===== src/rtl/decode_cycle.sv =====
// ID stage: register file with write-first bypass, main/ALU decode, immediate extend, ID/EX register.
// Latency: 1 cycle, InstrD sampled at edge N is visible on the E outputs right after edge N.
// Backpressure: none; FlushE turns the next ID/EX load into an all-zero bubble, no stall input.
module decode_cycle #(
    parameter int DATA_WIDTH = 32,
    parameter int REG_ADDR_W = 5
) (
    input  logic                  clk,
    input  logic                  rst,
    input  logic [DATA_WIDTH-1:0] InstrD,
    input  logic [DATA_WIDTH-1:0] PCD,
    input  logic [DATA_WIDTH-1:0] PCPlus4D,
    input  logic                  RegWriteW,
    input  logic [REG_ADDR_W-1:0] RdW,
    input  logic [DATA_WIDTH-1:0] ResultW,
    input  logic                  FlushE,
    output logic                  RegWriteE,
    output logic [1:0]            ResultSrcE,
    output logic                  MemWriteE,
    output logic                  JumpE,
    output logic                  BranchE,
    output logic [2:0]            ALUControlE,
    output logic                  ALUSrcE,
    output logic [DATA_WIDTH-1:0] RD1E,
    output logic [DATA_WIDTH-1:0] RD2E,
    output logic [DATA_WIDTH-1:0] ImmExtE,
    output logic [REG_ADDR_W-1:0] Rs1E,
    output logic [REG_ADDR_W-1:0] Rs2E,
    output logic [REG_ADDR_W-1:0] RdE,
    output logic [DATA_WIDTH-1:0] PCE,
    output logic [DATA_WIDTH-1:0] PCPlus4E
);

    localparam int NUM_REGS = 2 ** REG_ADDR_W;

    localparam logic [6:0] OP_LW   = 7'b0000011;
    localparam logic [6:0] OP_SW   = 7'b0100011;
    localparam logic [6:0] OP_RTYP = 7'b0110011;
    localparam logic [6:0] OP_BEQ  = 7'b1100011;
    localparam logic [6:0] OP_IALU = 7'b0010011;
    localparam logic [6:0] OP_JAL  = 7'b1101111;

    localparam logic [2:0] ALU_ADD = 3'b000;
    localparam logic [2:0] ALU_SUB = 3'b001;
    localparam logic [2:0] ALU_AND = 3'b010;
    localparam logic [2:0] ALU_OR  = 3'b011;
    localparam logic [2:0] ALU_SLT = 3'b101;

    typedef enum logic [2:0] {
        IMM_NONE = 3'd0,
        IMM_I    = 3'd1,
        IMM_S    = 3'd2,
        IMM_B    = 3'd3,
        IMM_J    = 3'd4
    } immSrcT;

    typedef enum logic [1:0] {
        ALUOP_ADD   = 2'b00,
        ALUOP_SUB   = 2'b01,
        ALUOP_FUNCT = 2'b10
    } aluOpT;

    typedef struct packed {
        logic                  regWrite;
        logic [1:0]            resultSrc;
        logic                  memWrite;
        logic                  jump;
        logic                  branch;
        logic [2:0]            aluControl;
        logic                  aluSrc;
        logic [DATA_WIDTH-1:0] rd1;
        logic [DATA_WIDTH-1:0] rd2;
        logic [DATA_WIDTH-1:0] immExt;
        logic [REG_ADDR_W-1:0] rs1;
        logic [REG_ADDR_W-1:0] rs2;
        logic [REG_ADDR_W-1:0] rd;
        logic [DATA_WIDTH-1:0] pc;
        logic [DATA_WIDTH-1:0] pcPlus4;
    } idExT;

    logic [DATA_WIDTH-1:0] regFile [NUM_REGS];

    logic [6:0]            opcode;
    logic [2:0]            funct3;
    logic                  funct7b5;
    logic [REG_ADDR_W-1:0] rs1;
    logic [REG_ADDR_W-1:0] rs2;
    logic [REG_ADDR_W-1:0] rd;

    logic                  regWrite;
    logic [1:0]            resultSrc;
    logic                  memWrite;
    logic                  jump;
    logic                  branch;
    logic                  aluSrc;
    immSrcT                immSrc;
    aluOpT                 aluOp;
    logic [2:0]            aluControl;
    logic [DATA_WIDTH-1:0] immExt;
    logic [DATA_WIDTH-1:0] rd1;
    logic [DATA_WIDTH-1:0] rd2;
    logic                  wbCommit;

    idExT idExNext;
    idExT idExQ;

    assign opcode   = InstrD[6:0];
    assign funct3   = InstrD[14:12];
    assign funct7b5 = InstrD[30];
    assign rs1      = InstrD[19:15];
    assign rs2      = InstrD[24:20];
    assign rd       = InstrD[11:7];

    // A write-back only lands when enabled and not aimed at x0; reset suppresses it in the regfile process.
    assign wbCommit = RegWriteW && (RdW != '0);

    // Register file storage: cleared on reset, otherwise takes the write-back (FlushE does not gate it).
    always_ff @(posedge clk) begin
        if (rst) begin
            for (int i = 0; i < NUM_REGS; i++) begin
                regFile[i] <= '0;
            end
        end else if (wbCommit) begin
            regFile[RdW] <= ResultW;
        end
    end

    // Read ports: x0 hard-wired to zero, same-cycle write-back forwarded ahead of the stored value.
    always_comb begin
        rd1 = regFile[rs1];
        rd2 = regFile[rs2];
        if (rs1 == '0) begin
            rd1 = '0;
        end else if (wbCommit && (RdW == rs1)) begin
            rd1 = ResultW;
        end
        if (rs2 == '0) begin
            rd2 = '0;
        end else if (wbCommit && (RdW == rs2)) begin
            rd2 = ResultW;
        end
    end

    // Main decoder: unknown opcodes fall through to the all-zero bubble.
    always_comb begin
        regWrite  = 1'b0;
        resultSrc = 2'b00;
        memWrite  = 1'b0;
        jump      = 1'b0;
        branch    = 1'b0;
        aluSrc    = 1'b0;
        immSrc    = IMM_NONE;
        aluOp     = ALUOP_ADD;
        case (opcode)
            OP_LW: begin
                regWrite  = 1'b1;
                immSrc    = IMM_I;
                aluSrc    = 1'b1;
                resultSrc = 2'b01;
            end
            OP_SW: begin
                immSrc   = IMM_S;
                aluSrc   = 1'b1;
                memWrite = 1'b1;
            end
            OP_RTYP: begin
                regWrite = 1'b1;
                aluOp    = ALUOP_FUNCT;
            end
            OP_BEQ: begin
                immSrc = IMM_B;
                branch = 1'b1;
                aluOp  = ALUOP_SUB;
            end
            OP_IALU: begin
                regWrite = 1'b1;
                immSrc   = IMM_I;
                aluSrc   = 1'b1;
                aluOp    = ALUOP_FUNCT;
            end
            OP_JAL: begin
                regWrite  = 1'b1;
                immSrc    = IMM_J;
                resultSrc = 2'b10;
                jump      = 1'b1;
            end
            default: begin
                regWrite = 1'b0;
            end
        endcase
    end

    // ALU decoder: subtraction only for R-type with funct7[5] set (addi never subtracts).
    always_comb begin
        aluControl = ALU_ADD;
        case (aluOp)
            ALUOP_ADD: aluControl = ALU_ADD;
            ALUOP_SUB: aluControl = ALU_SUB;
            ALUOP_FUNCT: begin
                case (funct3)
                    3'b000:  aluControl = (opcode[5] && funct7b5) ? ALU_SUB : ALU_ADD;
                    3'b010:  aluControl = ALU_SLT;
                    3'b110:  aluControl = ALU_OR;
                    3'b111:  aluControl = ALU_AND;
                    default: aluControl = ALU_ADD;
                endcase
            end
            default: aluControl = ALU_ADD;
        endcase
    end

    // Immediate extender: every format sign-extends from InstrD[31].
    always_comb begin
        immExt = '0;
        case (immSrc)
            IMM_I:   immExt = {{20{InstrD[31]}}, InstrD[31:20]};
            IMM_S:   immExt = {{20{InstrD[31]}}, InstrD[31:25], InstrD[11:7]};
            IMM_B:   immExt = {{20{InstrD[31]}}, InstrD[7], InstrD[30:25], InstrD[11:8], 1'b0};
            IMM_J:   immExt = {{12{InstrD[31]}}, InstrD[19:12], InstrD[20], InstrD[30:21], 1'b0};
            default: immExt = '0;
        endcase
    end

    // Gather everything the execute stage needs into one word.
    always_comb begin
        idExNext            = '0;
        idExNext.regWrite   = regWrite;
        idExNext.resultSrc  = resultSrc;
        idExNext.memWrite   = memWrite;
        idExNext.jump       = jump;
        idExNext.branch     = branch;
        idExNext.aluControl = aluControl;
        idExNext.aluSrc     = aluSrc;
        idExNext.rd1        = rd1;
        idExNext.rd2        = rd2;
        idExNext.immExt     = immExt;
        idExNext.rs1        = rs1;
        idExNext.rs2        = rs2;
        idExNext.rd         = rd;
        idExNext.pc         = PCD;
        idExNext.pcPlus4    = PCPlus4D;
    end

    // ID/EX register: reset and flush both load a full bubble, reset taking priority.
    always_ff @(posedge clk) begin
        if (rst || FlushE) begin
            idExQ <= '0;
        end else begin
            idExQ <= idExNext;
        end
    end

    assign RegWriteE   = idExQ.regWrite;
    assign ResultSrcE  = idExQ.resultSrc;
    assign MemWriteE   = idExQ.memWrite;
    assign JumpE       = idExQ.jump;
    assign BranchE     = idExQ.branch;
    assign ALUControlE = idExQ.aluControl;
    assign ALUSrcE     = idExQ.aluSrc;
    assign RD1E        = idExQ.rd1;
    assign RD2E        = idExQ.rd2;
    assign ImmExtE     = idExQ.immExt;
    assign Rs1E        = idExQ.rs1;
    assign Rs2E        = idExQ.rs2;
    assign RdE         = idExQ.rd;
    assign PCE         = idExQ.pc;
    assign PCPlus4E    = idExQ.pcPlus4;

endmodule


===== config.mk =====
export PLATFORM = sky130hd
export DESIGN_NAME = decode_cycle
export DESIGN_NICKNAME = d
export VERILOG_FILES = /design/src/rtl/decode_cycle.sv
export SDC_FILE = /design/constraint.sdc
export NUM_CORES = 2
export LEC_CHECK = 0
export BUFFER_PORTS_ARGS = -buffer_cell sky130_fd_sc_hd__buf_2
export CAP_MARGIN = 10
export CORE_ASPECT_RATIO = 0.6
export CORE_MARGIN = 2
export CORE_UTILIZATION = 59
export DETAILED_ROUTE_END_ITERATION = 6
export GPL_ROUTABILITY_DRIVEN = 1
export PLACE_DENSITY = 0.81
export SLEW_MARGIN = 10
export SYNTH_ARGS = -nofsm -noshare
export SYNTH_HDL_FRONTEND = slang
export SYNTH_SLANG_ARGS = --single-unit

===== constraint.sdc =====
create_clock -name clk -period 3.1 [get_ports clk]
set_input_delay 0.465 -clock clk [delete_from_list [all_inputs] [get_ports clk]]
set_output_delay 0.465 -clock clk [all_outputs]
set_load 0.03 [all_outputs]

Word level (Yosys, flattened, before mapping)
Memories as Yosys holds them, arrays and structs flattened. A register that Yosys moved wholly into a read port is not among the register bits.
Index checks and enable logic that the tools add are counted.
- flip-flop bits (word level): 121
- bits in writable memories: 1024
- output and inout port bits: 185
- logic and storage cells: 63
- memories kept: 1
- equality and inequality tests: 15
- multiplexer cells: 20
- reduce and logical (&&, ||, !) cells: 14
- memories (name ; depth ; bits a word ; rd ports ; clocked after memory_dff ; wr ports ; line ; RTL):
    regFile ; 32 ; 32 ; 2 ; 2 ; 32 ; 81 ; logic [DATA_WIDTH-1:0] regFile [NUM_REGS];
- operator list (operator ; number):
    $pmux 32 s4 ; 1
    $mux 32 ; 1
    $reduce_or 32->1 ; 1
    $pmux 3 s4 ; 2
    $eq 7x6->1 const B ; 2
    $eq 7x7->1 const B ; 2
    $mux 1 ; 12
    $logic_not 5->1 ; 2
    $eq 3x2->1 const B ; 3
    $eq 3x3->1 const B ; 3
    $pmux 2 s2 ; 2
    $reduce_or 2->1 ; 4
    $eq 7x2->1 const B ; 1
    $eq 7x5->1 const B ; 1
    $pmux 3 s2 ; 1
    $mux 5 ; 1
    $reduce_bool 5->1 ; 1
    $reduce_or 4->1 ; 1
    $eq 3x1->1 const B ; 1
    $logic_not 3->1 ; 1
    $reduce_or 3->1 ; 1
    $eq 2x1->1 const B ; 1
    $eq 2x2->1 const B ; 1
    $logic_and 1x1->1 ; 2
    $logic_or 1x1->1 ; 1

Longest topological paths before layout
- word-level depth: 7
- depth in mapped cells: 9

Worst setup path before layout
OpenSTA, ideal clock, no wires.
- kind: input to register
- start: input InstrD[20]
- end: register RD2E[13] (netlist name)
- library setup time: 0.117 ns
- data arrival time: 2.189 ns
- required time: 2.983 ns
- slack: 0.794 ns
- stages: 7
- path buffers: 3
- path through: buf_2 > buf_4 > buf_2 > mux4_2 > a211oi_1 > nor3_1 > a32o_1
- longest elaborated chain between the ends: 2
- RTL lines (element ; line ; RTL):
    start: declaration ; 10 ; input logic [DATA_WIDTH-1:0] InstrD,
    $logic_not 5->1 ; 137 ; if (rs2 == '0) begin
    $reduce_or 2->1 (no line) ; n/a ;
Parallel ways exist; a longest one is shown, timed or not.
A chain may end at the register's enable or synchronous reset.

Worst setup path after layout
- start: input InstrD[19]
- end: register RD1E[30] (netlist name)
- longest elaborated chain between the ends: 2
- RTL lines (element ; line ; RTL):
    $logic_not 5->1 ; 132 ; if (rs1 == '0) begin
    $reduce_or 2->1 (no line) ; n/a ;
Parallel ways exist; a longest one is shown, timed or not.

==> run metrics <==
Gate power share between 10% and 20%; R2R Setup Slk 1.15 ns; core area 101000 um2; Die Y 252 um; Inserted Clock Buffers about 110; grt ovf 0; ANT nets after route 0; CTS tree yes; Hold Violations, Final 0; die area 105000 um2; Synth cell types 54; sw frac 25.7%; cells on worst reg2reg path 5; first-pass GRT wire length 300000 um; RePlAce Congestion slightly above 0.9; asr flop ratio synth 0%; IO buf count 321; commonest non-fill, non-tap cell in the layout and2_1; FMAX 448 MHz; largest net degree at the start of global routing 83; Post-Syn Instances ~4300; Layout Nets 4713; Setup crit start kind input pin; share of cells above drive strength 1 28.0%; Root Driver clkbuf_16; Max Slew Vio Count 0; RSZ-0062 raised after global routing false; Yosys top cell by area edfxtp_1; initial core utilization 59.8%; Vias 43600; synth warn 0; CTS Sinks 1198; DP HPWL 122000 um; H-tree depth 3; CP endpoint RD1E[30]$_SDFF_PP0_; Flop pwr share 50.7%; sequential share of the synthesized area 56.7%; post-CTS setup buffers 0; pwr/cell area 538 nW/um2; clock latency on the worst-skew pair 0.74 ns; WP data arrival between 2 and 3 ns; crit path time final 2.23 ns; most frequent cells in the layout and2_1, edfxtp_1, mux4_2; gr usage total 40.5%; wirelength, routed 214000 um; Vias/cell between 7 and 8; max_slew headroom 35.5%; PnR worst setup slack around 0.87 ns; Cell Area, Synth 60400 um2; Rows 90; Layout Area Growth over Synthesis 14.5%; Slew @ Worst Pin 0.968 ns; period utilization 72.0%; Die W 417 um; worst r2r src regFile[19][17]$_SDFFCE_PN0P_; status complete, but fails checks; Min-Delay Path Class in2reg; setup total negative slack 0 ns; critical path class in2reg; drt wl/cell 35.5 um; Max Buffers Root-to-Sink 3; drt drc 13; max_cap viols 0; EDFF count, synth 1024; #FFs+latches synth 1198; Avg Inst Size Synth 14.2 um2; Worst Path Max Fanout 56; clock share of power between 30% and 40%; reg2reg end RD2E[17]$_SDFF_PP0_; Synth top area share 50.9%; antenna violations before repair 22; Setup-failing EPs final 0; CP endpoint kind flip-flop; io pins 322; CP startpoint InstrD[19]; Place WS a little over 0.3 ns; Internal 27.6 mW; violated checks DRC; number of global-route vias before repair 41900; clock slew at the register clock pins of the worst setup and hold paths approximately 0.070 ns; Switch Pwr around 9.5 mW; HP Start InstrD[6]; DRC violation total after the first TritonRoute iteration approximately 8700; DRT Pass-1 Iters 7; clock skew between 0.03 and 0.04 ns; leakage power roughly 25 nW; Synth Flop Type edfxtp_1; ranking of synthesized cells by area edfxtp_1, mux4_2, and2_1; maximum vdd drop 0.477 mV; Power, Total 37.2 mW; Critical Path RT approximately 3.8 ns
[through the flow]
stage | hold WS, ns | utilization [%] | instance area (um2) | cells
after floorplan | 0.542 | - | 60500 | 4283
after global placement | 0.664 | 64.1 | 64800 | 5717
after detailed placement | 0.666 | 64.1 | 64800 | 5717
after CTS | 0.0465 | 68.4 | 69100 | 5994
after global routing | 0.0615 | 68.4 | 69100 | 6009
final | 0.0626 | 68.5 | 69200 | 6023
[cells by family (layout without fill, tap and decap cells)]
family                   count (synthesis)  after routing  share of synthesized area [%]
AO/OA/AOI/OAI                          442            442                           6.23
XOR/XNOR                                10             10                          0.145
adder cells (fa/ha/maj)                  2              2                         0.0414
buffers and inverters                  517            894                           3.59
flip-flops                            1198           1198                           56.7
multiplexers                           672            672                           19.2
other                                    1             61                        0.00621
AND/OR/NAND/NOR                       1410           1410                           14.1
[flip-flops by register name (all words and copies together) (netlist names), 5 cells and up]
signal    cells
ImmExtE      21
PCE          32
PCPlus4E     32
RD1E         32
RD2E         32
RdE           5
Rs1E          5
Rs2E          5
regFile    1024
[critical path, stage by stage]
cell,delay [ns]
buf_6,0.35
buf_4,0.71
o221ai_1,0.41
o221ai_1,0.55
o31ai_1,0.17
o221ai_2,0.19
[worst min path at each step]
stage | end | slack, ns | cells after the start
final | BranchE$_SDFF_PP0_ | 0.06 | 3
after CTS | JumpE$_SDFF_PP0_ | 0.05 | 3
after global placement | PCE[5]$_SDFF_PP0_ | 0.66 | 2
after detailed placement | PCE[29]$_SDFF_PP0_ | 0.67 | 2
after global routing | JumpE$_SDFF_PP0_ | 0.06 | 3
after floorplan | ResultSrcE[0]$_SDFF_PP0_ | 0.54 | 1
[power groups by stage]
stage	clock network, mW	logic [mW]	registers [mW]
global placement	0	4.39	19.1
floorplan	0	2.62	19.2
detailed placement	0	4.45	19.1
finish	13.6	4.74	18.8
CTS	13.5	4.56	18.8
global route	14.2	4.83	18.9
[cell type report]
| type | instances | area [um2] |
|---|---|---|
| Fill cell | 6562 | 31900 |
| Antenna cell | 29 | 72.6 |
| Clock inverter | 42 | 298 |
| Inverter | 67 | 251 |
| Clock buffer | 153 | 3180 |
| Sequential cell | 1198 | 34200 |
| Tap cell | 1334 | 1670 |
| Multi-Input combinational cell | 2568 | 24400 |
| Timing Repair Buffer | 632 | 5010 |
[Yosys cell counts, drive strengths merged (4+ instances only)]
library cell  count
mux2             64
a32o             32
nand2            47
o21ai             4
a21oi            10
or2              34
xnor2             6
nor2b            35
inv              67
a22oi            37
and3             33
o31ai            33
and2           1111
mux4            384
a221o            32
nor3             40
nor2             50
dfxtp           174
a31o             32
nand3            40
buf             133
nand3b            7
o22ai            64
o221ai           96
edfxtp         1024
clkbuf          317
a221oi           32
mux2i           224
a211oi           64
xor2              4
[metal layers]
metal,share of wire [%],GRT usage (%),vias up
met5,0.066,0.596,-
met4,6.1,20.7,8
met3,19,17.6,869
met2,42,56.3,4656
met1,33,54.0,21300
li1,-,-,16800
[repair_timing]
action                                  CTS  global route
endpoints found under the setup margin    0             0
hold buffers                             82             0
hold endpoints to repair                 86             0
gates resized for setup                   0             0
(Power assumes the default switching activity.)
